### src/rtl/ts_buf_pkg.sv
// Shared types and default sizing for the TS symbol packing-buffer scheduler.
package ts_buf_pkg;

  localparam int unsigned SYM_W           = 10;
  localparam int unsigned DEF_CAPACITY    = 67;
  localparam int unsigned DEF_BUF_LATENCY = 2;

  typedef enum logic [1:0] {IDLE, CMD, BUSY} sched_state_t;
  typedef enum logic {OP_WR, OP_RD} op_t;

endpackage

### src/rtl/ts_rr_arb2.sv
// Two-requester picker (gnt[0] = write, gnt[1] = read). Ties alternate, or always go to
// the read when TS_SCHED_READ_PRIORITY_EN is defined.
module ts_rr_arb2
  import ts_buf_pkg::*;
(
  input  logic       elig_wr,
  input  logic       elig_rd,
  input  op_t        last,
  output logic [1:0] gnt
);

`ifdef TS_SCHED_READ_PRIORITY_EN
  logic unused_last;
  assign unused_last = (last == OP_RD);

  always_comb begin
    gnt = 2'b00;
    if (elig_rd) begin
      gnt = 2'b10;
    end else if (elig_wr) begin
      gnt = 2'b01;
    end
  end
`else
  always_comb begin
    gnt = 2'b00;
    if (elig_wr && elig_rd) begin
      gnt = (last == OP_RD) ? 2'b01 : 2'b10;
    end else if (elig_wr) begin
      gnt = 2'b01;
    end else if (elig_rd) begin
      gnt = 2'b10;
    end
  end
`endif

endmodule

### src/rtl/ts_buf_sched.sv
// Command scheduler for the 10-bit TS symbol packing buffer: arbitration, busy-time
// pacing, occupancy tracking. Define TS_SCHED_READ_PRIORITY_EN for fixed read priority.
module ts_buf_sched
  import ts_buf_pkg::*;
#(
  parameter int unsigned CAPACITY    = DEF_CAPACITY,
  parameter int unsigned BUF_LATENCY = DEF_BUF_LATENCY
) (
  input  logic                          CLOCK,
  input  logic                          RESET,
  input  logic                          WR_REQ,
  input  logic [SYM_W-1:0]              WR_DATA,
  output logic                          WR_ACK,
  input  logic                          RD_REQ,
  output logic                          RD_ACK,
  output logic [SYM_W-1:0]              RD_DATA,
  output logic                          RD_VALID,
  output logic                          BUF_WRITE,
  output logic                          BUF_READ,
  output logic [SYM_W-1:0]              BUF_DATA_IN,
  input  logic [SYM_W-1:0]              BUF_DATA_OUT,
  output logic [$clog2(CAPACITY+1)-1:0] FILL,
  output logic                          FULL,
  output logic                          EMPTY
);

  localparam int unsigned FILL_W = $clog2(CAPACITY + 1);
  localparam int unsigned CNT_W  = $clog2(BUF_LATENCY + 1);

  sched_state_t       state_q, state_d;
  op_t                op_q, op_d;
  op_t                last_q, last_d;
  logic [CNT_W-1:0]   cnt_q, cnt_d;
  logic [FILL_W-1:0]  fill_q, fill_d;
  logic [SYM_W-1:0]   buf_data_q, buf_data_d;
  logic [SYM_W-1:0]   rd_data_q, rd_data_d;
  logic               rd_valid_q, rd_valid_d;
  logic               elig_wr, elig_rd;
  logic [1:0]         gnt;

  assign elig_wr = WR_REQ && (fill_q < FILL_W'(CAPACITY));
  assign elig_rd = RD_REQ && (fill_q != '0);

  ts_rr_arb2 u_arb (
    .elig_wr (elig_wr),
    .elig_rd (elig_rd),
    .last    (last_q),
    .gnt     (gnt)
  );

  always_comb begin
    state_d    = state_q;
    op_d       = op_q;
    last_d     = last_q;
    cnt_d      = cnt_q;
    fill_d     = fill_q;
    buf_data_d = buf_data_q;
    rd_data_d  = rd_data_q;
    rd_valid_d = 1'b0;
    WR_ACK     = 1'b0;
    RD_ACK     = 1'b0;
    BUF_WRITE  = 1'b0;
    BUF_READ   = 1'b0;
    unique case (state_q)
      IDLE: begin
        if (gnt[0]) begin
          op_d       = OP_WR;
          buf_data_d = WR_DATA;
          state_d    = CMD;
        end else if (gnt[1]) begin
          op_d    = OP_RD;
          state_d = CMD;
        end
      end
      CMD: begin
        if (op_q == OP_WR) begin
          BUF_WRITE = 1'b1;
          WR_ACK    = 1'b1;
          fill_d    = fill_q + FILL_W'(1);
        end else begin
          BUF_READ = 1'b1;
          RD_ACK   = 1'b1;
          fill_d   = fill_q - FILL_W'(1);
        end
        last_d  = op_q;
        cnt_d   = CNT_W'(BUF_LATENCY);
        state_d = BUSY;
      end
      BUSY: begin
        cnt_d = cnt_q - CNT_W'(1);
        // Last busy cycle: buffer output is valid now, strobe it out next cycle.
        if (cnt_q == CNT_W'(1)) begin
          if (op_q == OP_RD) begin
            rd_data_d  = BUF_DATA_OUT;
            rd_valid_d = 1'b1;
          end
          state_d = IDLE;
        end
      end
      default: state_d = IDLE;
    endcase
  end

  always_ff @(posedge CLOCK) begin
    if (RESET) begin
      state_q    <= IDLE;
      op_q       <= OP_WR;
      last_q     <= OP_RD;
      cnt_q      <= '0;
      fill_q     <= '0;
      buf_data_q <= '0;
      rd_data_q  <= '0;
      rd_valid_q <= 1'b0;
    end else begin
      state_q    <= state_d;
      op_q       <= op_d;
      last_q     <= last_d;
      cnt_q      <= cnt_d;
      fill_q     <= fill_d;
      buf_data_q <= buf_data_d;
      rd_data_q  <= rd_data_d;
      rd_valid_q <= rd_valid_d;
    end
  end

  assign FILL        = fill_q;
  assign FULL        = (fill_q == FILL_W'(CAPACITY));
  assign EMPTY       = (fill_q == '0);
  assign BUF_DATA_IN = buf_data_q;
  assign RD_DATA     = rd_data_q;
  assign RD_VALID    = rd_valid_q;

endmodule

### config.mk
export PLATFORM = sky130hd
export DESIGN_NAME = ts_buf_sched
export DESIGN_NICKNAME = d
export VERILOG_FILES = /design/src/rtl/ts_buf_pkg.sv /design/src/rtl/ts_rr_arb2.sv /design/src/rtl/ts_buf_sched.sv
export SDC_FILE = /design/constraint.sdc
export NUM_CORES = 1
export LEC_CHECK = 0
export CORE_AREA = 2 2 83 53
export CTS_BUF_LIST = sky130_fd_sc_hd__clkbuf_4
export DETAILED_ROUTE_END_ITERATION = 12
export DIE_AREA = 0 0 85 55
export GPL_ROUTABILITY_DRIVEN = 0
export PLACE_DENSITY = 0.8
export SKIP_CTS_REPAIR_TIMING = 1
export SYNTH_ARGS = -nofsm -noshare
export SYNTH_HDL_FRONTEND = slang
export SYNTH_SLANG_ARGS = --single-unit
### constraint.sdc
create_clock -name CLOCK -period 2.2 [get_ports CLOCK]
set_input_delay 0.66 -clock CLOCK [delete_from_list [all_inputs] [get_ports CLOCK]]
set_output_delay 0.66 -clock CLOCK [all_outputs]
set_load 0.02 [all_outputs]
After elaboration in Yosys (flattened, before gate mapping)
Index checks and enable logic that the tools add are counted.
{"block": "op_classes", "add_sub_neg": 3, "magnitude_cmp": 1, "n_eq_ne": 6, "muxes": 16, "bitwise": 2, "n_reduce_logical": 13}
{"cell": "two-way mux 2 bit", "count": 7}
{"cell": "adder 7 x 1 -> 7 bit (second input constant)", "count": 1}
{"cell": "== test 7 bit (second input constant)", "count": 1}
{"cell": "logical NOT 7 bit", "count": 1}
{"cell": "less-than comparator 7 bit (second input constant)", "count": 1}
{"cell": "two-way mux 7 bit", "count": 1}
{"cell": "nonzero test 7 bit", "count": 1}
{"cell": "subtractor 7 x 1 -> 7 bit (second input constant)", "count": 1}
{"cell": "two-way mux 1 bit", "count": 6}
{"cell": "one-hot mux 2 bit (3 select lines)", "count": 1}
{"cell": "AND reduction 2 bit", "count": 3}
{"cell": "== test 2 x 1 -> 1 bit (second input constant)", "count": 2}
{"cell": "one-hot mux 2 bit (2 select lines)", "count": 1}
{"cell": "nonzero test 2 bit", "count": 2}
{"cell": "logical AND 1 bit", "count": 3}
{"cell": "!= test 3 bit (second input constant)", "count": 1}
{"cell": "AND reduction 3 bit", "count": 1}
{"cell": "OR reduction 3 bit", "count": 1}
{"cell": "== test 2 bit (second input constant)", "count": 1}
{"cell": "logical NOT 2 bit", "count": 1}
{"cell": "!= test 2 bit (second input constant)", "count": 1}
{"cell": "NOT 1 bit", "count": 2}
{"cell": "subtractor 2 x 1 -> 2 bit (second input constant)", "count": 1}
{"block": "totals", "regBits": 34, "inputBits": 24, "output_inout_bits": 34, "wordCells": 49}

Depth between registers and ports, before layout
{"block": "logic_depth", "word_depth": 8, "ltp_mapped": 7}

Hierarchy
From an unflattened synthesis, not the netlist that was laid out.
{"block": "unflattened", "hier_cells": 194, "area_unflattened_um2": 1596.5}
{"mod": "ts_buf_sched", "n_inst": 1, "cells_per_inst": 191, "area_each_um2": 1577.8, "seq_area_each_um2": 680.7}
{"mod": "ts_rr_arb2", "n_inst": 1, "cells_per_inst": 3, "area_each_um2": 18.8, "seq_area_each_um2": 0.0}

Least setup slack after synthesis
OpenSTA, ideal clock, no wires.
{"block": "synth_timing", "path_type": "register to register", "startpoint": "reg fill_q[0] (netlist: FILL[0])", "endpoint": "reg fill_q[6] (netlist: FILL[6])", "arrival_time_ps": 1845, "t_required_ps": 2079, "setup_slack_ps": 234, "stages_incl_launch_ff": 7, "n_path_buf": 0, "synth_period_minus_slack_ps": 1966, "cell_sequence": "dfxtp_1 -> inv_1 -> fa_1 -> nor2b_1 -> o2111ai_1 -> o211ai_1 -> mux2_2"}
{"block": "synth_between", "elab_chain_cells": 2}
{"item": "start: declaration", "line": "ts_buf_sched.sv:34", "source": "logic [FILL_W-1:0] fill_q, fill_d;"}
{"item": "start signal: assignment", "line": "ts_buf_sched.sv:119", "source": "fill_q <= fill_d;"}
{"item": "adder 7 x 1 -> 7 bit / subtractor 7 x 1 -> 7 bit (equally long branches)", "line": "ts_buf_sched.sv:79, ts_buf_sched.sv:83"}
{"item": "two-way mux 7 bit (*)", "line": "ts_buf_sched.sv:76", "source": "if (op_q == OP_WR) begin"}
Every way passes the cells marked *; elsewhere a longest branch is shown, timed or not.
A chain may end at the register's enable or synchronous reset.

Worst setup path in the final report
{"block": "layout_timing", "startpoint": "reg fill_q[1] (netlist: FILL[1])", "endpoint": "out FILL[1]"}
{"item": "end: declaration", "line": "ts_buf_sched.sv:22", "source": "output logic [$clog2(CAPACITY+1)-1:0] FILL,"}
No word-level cell between the ends.

==> flow_summary_export.csv <==
group,metric,value,unit
synthesis,synth_area_leader_cell,"dfxtp_1",
global_route,grt_max_degree,49,
power,internal_power,0.00166,W
sta,fmaxAchievable,0.471,GHz
cts,cts_tree,"built",
finish,final_core_util,63.9,%
finish,fill_cells,348,
power,leakagePower,1.06,nW
sta,relSlewSlack,71.3,%
power,switching_share,40.9,%
synthesis,syn_nets,233,
sta,drv_slew,0,
global_route,antenna_found_initial,0,
min_path,min_path_type,"reg2reg",
sta,fin_setup_tns,0,ns
floorplanning,rows,18,
global_route,grt_overflow_total,0,
synthesis,async_flop_share,0,%
synthesis,syn_area_per_cell,9.01,um2
finish,diodes,0,
synthesis,netlist.area_leader.share,38.1,%
power,powerDensity,1120,nW/um2
sta,rsz0062_at_grt,"no",
place,port_buffers,57,
synthesis,ys_types,46,
synthesis,syn_inst,198,
worst_setup_path,end_kind,"output pin",
power,p_comb_share,57.2,%
place,dp_slack,0.0225,ns
synthesis,yosysSeqAreaShare,38.1,%
finish,nets,300,
floorplanning,ioPinCount,58,
power,pwr-share-clk,11.7,%
global_route,grt_pass1_wl,6.84,mm
drt,first_pass_iters,4,
worst_setup_path,path_class,"reg2out",
cts,cts-buffers-inserted,5,
synthesis,synth_common_cells,"34 x dfxtp_1, 25 x nand2_1, 25 x nand2b_1",
cts,clk_pin_slew,0.11,ns
drt,dr.first_iter.drc_count,102,
sta,setup_viol,0,
synthesis,synth_edf_count,0,
sta,fin_ws,0.0757,ns
global_route,grt_pass1_vias,1448,
floorplanning,initial_core_util,45.3,%
global_route,grtUsageTotal,19.3,%
power,power,0.00281,W
synthesis,synth_most_common_cell,"dfxtp_1",
sta,fin_skew,0.00954,ns
synthesis,synth_area,1780,um2
power,switchingPower,0.00115,W
sta,fin_crit,2.12,ns
sta,final_hold_viol_count,0,
cts,htree_num_levels,2,
floorplanning,die_area,4680,um2
synthesis,ys_warn_count,0,
worst_setup_path,crit_required,1.54,ns
place,hpwl,3.19,mm
drt,via_per_inst,4.93,
drt,via_count,1558,
place,placed_area,2470,um2
worst_setup_path,crit_fanout,6,
cts,clock_sinks,34,
run,cap_viol_max_count,0,
floorplanning,die_height,55,um
synthesis,synthTopCellsByArea,"dfxtp_1 38%, nand2b_1 8.8%, ha_1 7.0%",
synthesis,synthFlopType,"dfxtp_1",
sta,worstMarginPinSlew,0.430,ns
drt,routed_wl,4.19,mm
finish,drive_gt1_share,11.7,%
drt,ant_nets,0,
outcome,outcome,"finished, final reports clean",
power,power_frac_seq,31.1,%
power,ir_drop,657,uV
drt,wl_per_cell,13.3,um
drt,drc_errors,0,
cts,cts_buffer_depth,2,
worst_setup_path,cp_data_arrival_time,1.46,ns
worst_setup_path,start_kind,"register",
floorplanning,coreArea,3940,um2
cts,root_buffer,"clkbuf_4",
finish,final_area,2520,um2
floorplanning,die_w,85,um
sta,finalCritPeriodShare,96.6,%
synthesis,ys_ff_latch,34,
finish,area_growth,41.1,%
cts,insertion_delay,0.34,ns
-- area by class of cell --
cell class / count / area, um2 / area share [%]
clock buffers: 5 / 37.5 / 1.49
flip-flops and latches: 34 / 681 / 27.0
repair buffers: 71 / 683 / 27.1
well taps: 50 / 62.6 / 2.49
multi-input cells: 143 / 1000 / 39.7
inverters: 10 / 37.5 / 1.49
clock inverters: 3 / 16.3 / 0.646
-- layer usage --
metal	vias to the layer above	track usage, %	wire (um)
met3	4	6.23	330
met1	688	26.4	2170
li1	812	-	-
met4	0	5.56	27
met5	-	0	0
met2	54	29.4	1660
-- stage by stage --
stage,cells,hold WS (ns)
6_report,316,0.459
5_1_grt,316,0.482
4_1_cts,316,0.465
3_5_place_dp,308,0.449
3_3_place_gp,308,0.442
2_1_floorplan,198,0.461
-- registers in the layout (all words and copies together), names as in the netlist --
register     flops
BUF_DATA_IN     10
RD_DATA         10
FILL             7
cnt_q            2
state_q          2
RD_VALID         1
last_q           1
op_q             1
-- critical path: stages, from the launching register on --
cell             delay [ns]
dfxtp_1                0.38
buf_4                  0.16
clkdlybuf4s50_1        0.60
-- power groups by stage --
stage | sequential [W] | clock [W] | combinational (W)
2_1_floorplan | 0.00101 | 0 | 0.000893
3_3_place_gp | 0.000881 | 0 | 0.00162
3_5_place_dp | 0.000885 | 0 | 0.00164
4_1_cts | 0.000874 | 0.000347 | 0.00165
5_1_grt | 0.000891 | 0.000377 | 0.00176
6_report | 0.000874 | 0.000329 | 0.00161
-- placed cells by master (no fill, tap or decap), types with 2 or more instances in the layout --
cell / Yosys / layout
nand3_1: 2 / 2
nand2b_1: 25 / 25
clkbuf_2: 0 / 3
a211oi_1: 2 / 2
nand2_1: 25 / 25
nor2_1: 10 / 10
mux2i_1: 11 / 11
a221oi_1: 2 / 2
nor2b_1: 6 / 6
ha_1: 10 / 10
dfxtp_1: 34 / 34
inv_1: 10 / 10
nor3_1: 2 / 2
o22ai_1: 2 / 2
o21a_1: 2 / 2
a21oi_1: 14 / 14
o221ai_1: 2 / 2
clkdlybuf4s50_1: 0 / 50
buf_4: 2 / 13
clkbuf_4: 0 / 5
o21ai_0: 3 / 3
dlymetal6s2s_1: 0 / 4
-- final timing paths --
kind,slack [ns],endpoint,startpoint,cells after the start
worst min register to register,0.46,RD_DATA[2]$_SDFFE_PP0P_,RD_DATA[2]$_SDFFE_PP0P_,2
worst max-delay path,0.08,FILL[1],FILL[1]$_SDFFE_PP0N_,2
worst max register to register,0.22,FILL[6]$_SDFFE_PP0N_,op_q$_SDFFE_PP0P_,6
worst min-delay path,0.46,RD_DATA[2]$_SDFFE_PP0P_,RD_DATA[2]$_SDFFE_PP0P_,2
-- cell families after synthesis --
family | share of synthesized area [%]
simple gates | 24.9
compound gates | 15.2
flops | 38.1
buf+inv | 5.82
mux | 6.80
fa+ha+maj | 8.13
xor+xnor | 0.982
Note: power is estimated with default switching activity, not from simulation.
